## config.mk

```make
export PLATFORM = sky130hd
export DESIGN_NAME = adder8
export DESIGN_NICKNAME = d
export VERILOG_FILES = /design/src/rtl/adder8_pkg.sv /design/src/rtl/adder8_stage.sv /design/src/rtl/adder8.sv
export SDC_FILE = /design/constraint.sdc
export NUM_CORES = 1
export LEC_CHECK = 0
export CAP_MARGIN = 10
export CORE_MARGIN = 4
export CORE_UTILIZATION = 35
export CTS_BUF_LIST = sky130_fd_sc_hd__clkbuf_8
export CTS_CLUSTER_SIZE = 10
export DETAILED_ROUTE_END_ITERATION = 10
export PLACE_DENSITY = 0.67
export SYNTH_ARGS = -nofsm -noshare
export SYNTH_HDL_FRONTEND = slang
export SYNTH_SLANG_ARGS = --single-unit
```

## constraint.sdc

```tcl
create_clock -name clk -period 1.5 [get_ports clk]
set_input_delay 0.375 -clock clk [delete_from_list [all_inputs] [get_ports clk]]
set_output_delay 0.375 -clock clk [all_outputs]
set_load 0.01 [all_outputs]
```

## src/rtl/adder8_pkg.sv

```systemverilog
// -----------------------------------------------------------------------------
// adder8_pkg
// Shared constants for the adder8 slice:
//   ADDER8_WIDTH      default operand width
//   adder8_out_w()    result width for a given operand width (one carry bit)
//   ADDER8_LAT_NOREG  result latency without the input stage (cycles)
//   ADDER8_LAT_INREG  result latency with the input stage (cycles)
//   ADDER8_LATENCY    latency of the build being compiled
// Optional feature macro: ADDER8_INREG_EN (selects ADDER8_LATENCY).
// -----------------------------------------------------------------------------
package adder8_pkg;

  localparam int ADDER8_WIDTH     = 8;
  localparam int ADDER8_LAT_NOREG = 1;
  localparam int ADDER8_LAT_INREG = 2;

`ifdef ADDER8_INREG_EN
  localparam int ADDER8_LATENCY = ADDER8_LAT_INREG;
`else
  localparam int ADDER8_LATENCY = ADDER8_LAT_NOREG;
`endif

  // Unsigned sum of two width-bit operands never needs more than one extra bit.
  function automatic int adder8_out_w(input int width);
    return width + 1;
  endfunction

endpackage : adder8_pkg

```

## src/rtl/adder8_stage.sv

```systemverilog
// -----------------------------------------------------------------------------
// adder8_stage
// Reset-able valid + data pipeline register, used for both the optional input
// stage and the output stage of adder8.
//   clk      rising-edge clock
//   rst_n    asynchronous active-low reset; clears valid and data to 0
//   i_valid  data on i_data is valid this cycle
//   i_data   W-bit payload
//   o_valid  registered i_valid
//   o_data   last payload captured with i_valid=1 (held otherwise)
// -----------------------------------------------------------------------------
module adder8_stage #(
  parameter int W = 8
) (
  input  logic         clk,
  input  logic         rst_n,
  input  logic         i_valid,
  input  logic [W-1:0] i_data,
  output logic         o_valid,
  output logic [W-1:0] o_data
);

  logic         r_valid;
  logic [W-1:0] r_data;

  // Data only loads on a valid beat, so an idle (possibly unknown) payload
  // never overwrites the held value.
  always_ff @(posedge clk or negedge rst_n) begin
    if (!rst_n) begin
      r_valid <= 1'b0;
      r_data  <= '0;
    end else begin
      r_valid <= i_valid;
      if (i_valid) begin
        r_data <= i_data;
      end
    end
  end

  assign o_valid = r_valid;
  assign o_data  = r_data;

endmodule : adder8_stage

```

## src/rtl/adder8.sv

```systemverilog
// -----------------------------------------------------------------------------
// adder8
// Registered unsigned adder: y = a + b, zero-extended to OUT_W bits, carry is
// the MSB of y.
//   clk        rising-edge clock
//   rst_n      asynchronous active-low reset (clears y, carry, out_valid)
//   a, b       WIDTH-bit unsigned operands
//   in_valid   operands valid this cycle
//   y          OUT_W-bit registered sum
//   out_valid  y holds a new result this cycle
//   carry      y[OUT_W-1]
// Optional feature macro: ADDER8_INREG_EN adds an input register stage
// (latency 2 instead of 1).
//
// Handshake: valid-only, no ready. A beat is accepted on every rising edge
// where in_valid=1; each accepted beat produces exactly one out_valid=1 cycle
// after the fixed latency, in order. When out_valid=0, y/carry hold the last
// result.
// -----------------------------------------------------------------------------
module adder8
  import adder8_pkg::*;
#(
  parameter int WIDTH = ADDER8_WIDTH,
  parameter int OUT_W = adder8_out_w(WIDTH)
) (
  input  logic             clk,
  input  logic             rst_n,
  input  logic [WIDTH-1:0] a,
  input  logic [WIDTH-1:0] b,
  input  logic             in_valid,
  output logic [OUT_W-1:0] y,
  output logic             out_valid,
  output logic             carry
);

  logic [WIDTH-1:0] w_a;
  logic [WIDTH-1:0] w_b;
  logic             w_valid;
  logic [OUT_W-1:0] w_sum;
  logic [OUT_W-1:0] w_y;

`ifdef ADDER8_INREG_EN
  logic [2*WIDTH-1:0] w_ab_q;

  adder8_stage #(.W(2*WIDTH)) u_in_stage (
    .clk     (clk),
    .rst_n   (rst_n),
    .i_valid (in_valid),
    .i_data  ({a, b}),
    .o_valid (w_valid),
    .o_data  (w_ab_q)
  );

  assign w_a = w_ab_q[2*WIDTH-1:WIDTH];
  assign w_b = w_ab_q[WIDTH-1:0];
`else
  assign w_a     = a;
  assign w_b     = b;
  assign w_valid = in_valid;
`endif

  // Zero-extend before adding so the carry lands in the extra bit.
  assign w_sum = OUT_W'(w_a) + OUT_W'(w_b);

  adder8_stage #(.W(OUT_W)) u_out_stage (
    .clk     (clk),
    .rst_n   (rst_n),
    .i_valid (w_valid),
    .i_data  (w_sum),
    .o_valid (out_valid),
    .o_data  (w_y)
  );

  assign y     = w_y;
  // Taken from the registered result, so it is registered with y by construction.
  assign carry = w_y[OUT_W-1];

endmodule : adder8

```

# Word level (Yosys, flattened, before mapping)
# Cells that the tools add are included.
[word_totals] ram_bits=0 in_bits=19 latch_bits=0 romBits=0 reg_bits=10 output_inout_bits=11 n_memories=0
[op_classes] n_eq_ne=0 n_mux=0 n_mul=0 n_reduce_logical=0 n_addsub=1 div=0 bitwise=0 shift=0 magnitude_cmp=0
[ops] cell="8-bit by 8-bit adder with 9-bit output" n=1

# Longest topological paths before layout
[logic_depth] depth_word=1 ltp_mapped=6

# By module
# A second synthesis with hierarchy kept.
[hier_totals] cells_unflattened=63 hier_area_um2=728.2
[modules_own_cells] mod="adder8_stage" instances=1 area_each_um2=396.6 cells_per_inst=20
[modules_own_cells] mod="adder8" instances=1 area_each_um2=331.6 cells_per_inst=43

# Worst setup path after synthesis
# OpenSTA, ideal clock, no wires.
[synth_timing] kind="input to register" start="in a[0]" end="reg u_out_stage.r_data[6] (netlist: u_out_stage.o_data[6])" setup_ps=133 cell_stages=6 setup_slack_ps=-263 path_buffers=0 t_required_ps=1367 arrival_time_ps=1630 path_cell_list="ha_1 fa_1 a211oi_1 o21bai_2 nand4b_1 o211ai_1"
[synth_between] elab_chain_len=1
[synth_rtl] item="start, declared" line_no="adder8.sv:28" text="input logic [WIDTH-1:0] a,"
[synth_rtl] item="8-bit by 8-bit adder with 9-bit output" line_no="adder8.sv:63" text="assign w_sum = OUT_W'(w_a) + OUT_W'(w_b);"
[synth_rtl] item="end signal, assigned" line_no="adder8_stage.sv:35" text="r_data <= i_data;"
[synth_rtl] item="end, declared" line_no="adder8_stage.sv:24" text="logic [W-1:0] r_data;"
# Every way passes these cells.
# A chain may end at the register's enable or synchronous reset.

# Final worst setup path
[layout_timing] start="in b[0]" end="reg u_out_stage.r_data[8] (netlist: u_out_stage.o_data[8])"
[layout_between] elab_chain_len=1
[layout_rtl] item="start, declared" line_no="adder8.sv:29" text="input logic [WIDTH-1:0] b,"
[layout_rtl] item="8-bit by 8-bit adder with 9-bit output" line_no="adder8.sv:63"
# Every way passes these cells.

==> out/metrics.yaml <==
num_vias: 743
route.met3.wl_um: 124
top_layer_used: "met4"
antenna_cells: 0
core-area_um2: 2000
cts.sinks: 10
final.setup_skew_ns: 0
placedCellCount: 140
synth-seq-area-share_pct: 33.5
crit_path_end_kind: "flop"
synthToLayoutAreaGrowth_pct: 77.6
slew_headroom_pct: 68.7
clk_latency_ns: 0.24
max_stage_delay_ns: 0.36
synth_area_per_cell_um2: 9.96
initial_core_util_pct: 37.3
fill_cells: 162
dieArea_um2: 2940
cpMaxStageDelayCell: "fa_2"
critPathArrivalTime_ns: 1.57
drc: 0
ant_nets: 0
first_pass_iters: 4
place_congestion: 0.747
layout.nets: 148
die_y_um: 54.2
hold_viol_final: 0
p_total_w: 0.00111
grt_pass1_vias: 680
portBuffers: 29
period_minus_slack_ns: 1.45
finalWirelength_um: 1910
yosys_register_bits: 10
synth_area_leader_cell: "dfrtp_1"
synth_top_area_share_pct: 33.5
cp-start-kind: "input pin"
path_buf_inv: 1
synth_area_leaders: "dfrtp_1 (34%), ha_1 (13%), a21oi_1 (4.0%), o21ai_0 (4.0%), a211oi_1 (3.0%)"
hold_class: "in -> async"
yosys_warnings: 0
slew_violations: 0
drtIter0Drc: 4
overflow: 0
outcome: "completed"
worstPathRequired_ns: 1.62
met2_length_um: 984
pin_count: 30
synthesis.nets: 103
max_freq_ghz: 0.691
netlist_area_um2: 747
cts_tree: "yes"
register_area_um2: 250
p_leak_nw: 0.633
critical-path-top-delay-family: "compound AO/OA/AOI/OAI gates"
vias_per_cell: 5.09
finalSetupViolations: 0
multi_input_area_um2: 571
crit_type: "in -> reg"
synth-edff-count: 0
postLayoutCellArea_um2: 1330
clkTransAtPathRegs_ns: 0.05
wire_per_inst_um: 13.1
grt_max_degree: 22
grt_pass1_wl_um: 2940
cts_max_path_buffers: 2
clockRootBuffer: "clkbuf_8"
crit_fanout: 3
num_rows: 16
drt-met1-wl_um: 796
synth_common_cells: "dfrtp_1 (10), ha_1 (8), a21oi_1 (6), o21ai_0 (6), nor2_1 (4)"
hpwl_um: 1400
instances_no_fill: 146
grt_usage_pct: 14.4
chipWidth_um: 54.2
yosysUniqueCellTypes: 29
place_area_um2: 1180
synthArstFlopShare_pct: 100
fin_crit_sh_pct: 96.5
cts_inserted_buffers: 3
synth_cells: 75
htree_num_levels: 1
fin_tns_setup_ns: 0
power_density_nw_per_um2: 836
drive_gt1_share_pct: 32.8
antenna_found_initial: 0
max-cap-violations: 0
synth_most_common_cell: "dfrtp_1"
peakVddDrop_mv: 0.754
worstMarginPinSlew_ns: 0.469
path_cells: "buf_2 > ha_4 > fa_2 > a211oi_2 > o21bai_2 > o21ai_1 > a21oi_1"
synth-main-ff-cell: "dfrtp_1"
worst paths after layout:
path	startpoint	end	slack, ns	cells past startpoint
min in group clk	u_out_stage.o_data[0]$_DFFE_PN0P_	u_out_stage.o_data[0]$_DFFE_PN0P_	0.47	1
hold reg to reg	u_out_stage.o_data[0]$_DFFE_PN0P_	u_out_stage.o_data[0]$_DFFE_PN0P_	0.47	1
hold / removal	rst_n	u_out_stage.o_data[7]$_DFFE_PN0P_	0.46	1
setup / recovery	b[0]	u_out_stage.o_data[8]$_DFFE_PN0P_	0.05	7
max in group asynchronous	rst_n	u_out_stage.o_valid$_DFF_PN0_	0.72	1
setup reg to reg	u_out_stage.o_data[5]$_DFFE_PN0P_	u_out_stage.o_data[5]$_DFFE_PN0P_	0.69	3
worst reg2reg max path, cell delays in order, from the launching register on:
cell and delay, ns:
dfrtp_1 0.37, nor2b_1 0.14, a21oi_1 0.11, mux2i_1 0.08
power breakdown:
group | switching (W) | internal [W] | total [W] | leakage (nW)
Clock | 0.000113 | 0.000231 | 0.000344 | 0.0288
Sequential | 0.0000222 | 0.000314 | 0.000336 | 0.117
Combinational | 0.000185 | 0.000243 | 0.000428 | 0.487
registers in the layout, summed over array words and instances, names as in the netlist:
name and flops:
u_out_stage.o_data 9, u_out_stage.o_valid 1
placed cells by master (no fill, tap or decap), types with 2 or more instances in the layout:
cell type        synthesis  layout
inv_1                    3       3
dlygate4sd2_1            0      13
a211oi_2                 1       2
nand3b_1                 2       2
nor2_1                   4       4
dlymetal6s2s_1           0       8
buf_4                    1      14
a21oi_1                  6       6
o21ai_2                  2       2
a21o_1                   2       2
o21ai_0                  6       5
o21ai_1                  1       2
nor2b_1                  2       2
dfrtp_1                 10      10
clkdlybuf4s50_1          0       4
mux2i_1                  2       2
nand2_1                  3       3
ha_4                     0       7
o211ai_1                 2       2
mux2_1                   2       2
buf_2                    3       3
o22ai_1                  2       2
clkbuf_8                 0       4
nand4b_1                 2       2
metal layers:
| layer | up-vias | GRT usage [%] |
|---|---|---|
| met5 | - | 0 |
| li1 | 369 | - |
| met4 | 0 | 4.98 |
| met3 | 2 | 5.82 |
| met2 | 20 | 23.5 |
| met1 | 352 | 17.0 |
cell families after synthesis:
group	Yosys count	synth area share, %
mux	5	7.20
xor+xnor	2	2.35
buf+inv	7	4.52
simple gates	15	11.2
fa+ha+maj	9	16.1
flops	10	33.5
compound gates	27	25.1
stage by stage:
step | util, % | hold slack (ns) | worst slack [ns]
5_1_grt | 66.3 | 0.490 | -0.0281
6_report | 66.3 | 0.457 | 0.0520
3_5_place_dp | 59.1 | 0.476 | -0.577
2_1_floorplan | - | 0.0794 | -0.0252
3_3_place_gp | 59.1 | 0.470 | -0.551
4_1_cts | 65.2 | 0.465 | 0.00136
final cells by class:
| type | count | area share, % |
|---|---|---|
| inverter | 3 | 0.849 |
| timing repair buffer | 44 | 30.6 |
| multi-input combinational | 58 | 43.0 |
| tap | 27 | 2.55 |
| sequential | 10 | 18.9 |
| clock buffer | 4 | 4.15 |
repair_timing:
item	CTS	global route
resized for setup	37	9
setup endpoints to repair	13	11
cloned	0	0
hold endpoints to repair	0	0
hold buffers	0	0
pin swaps	16	7
buffers inserted	1	1
Note: power is estimated with default switching activity, not from simulation.
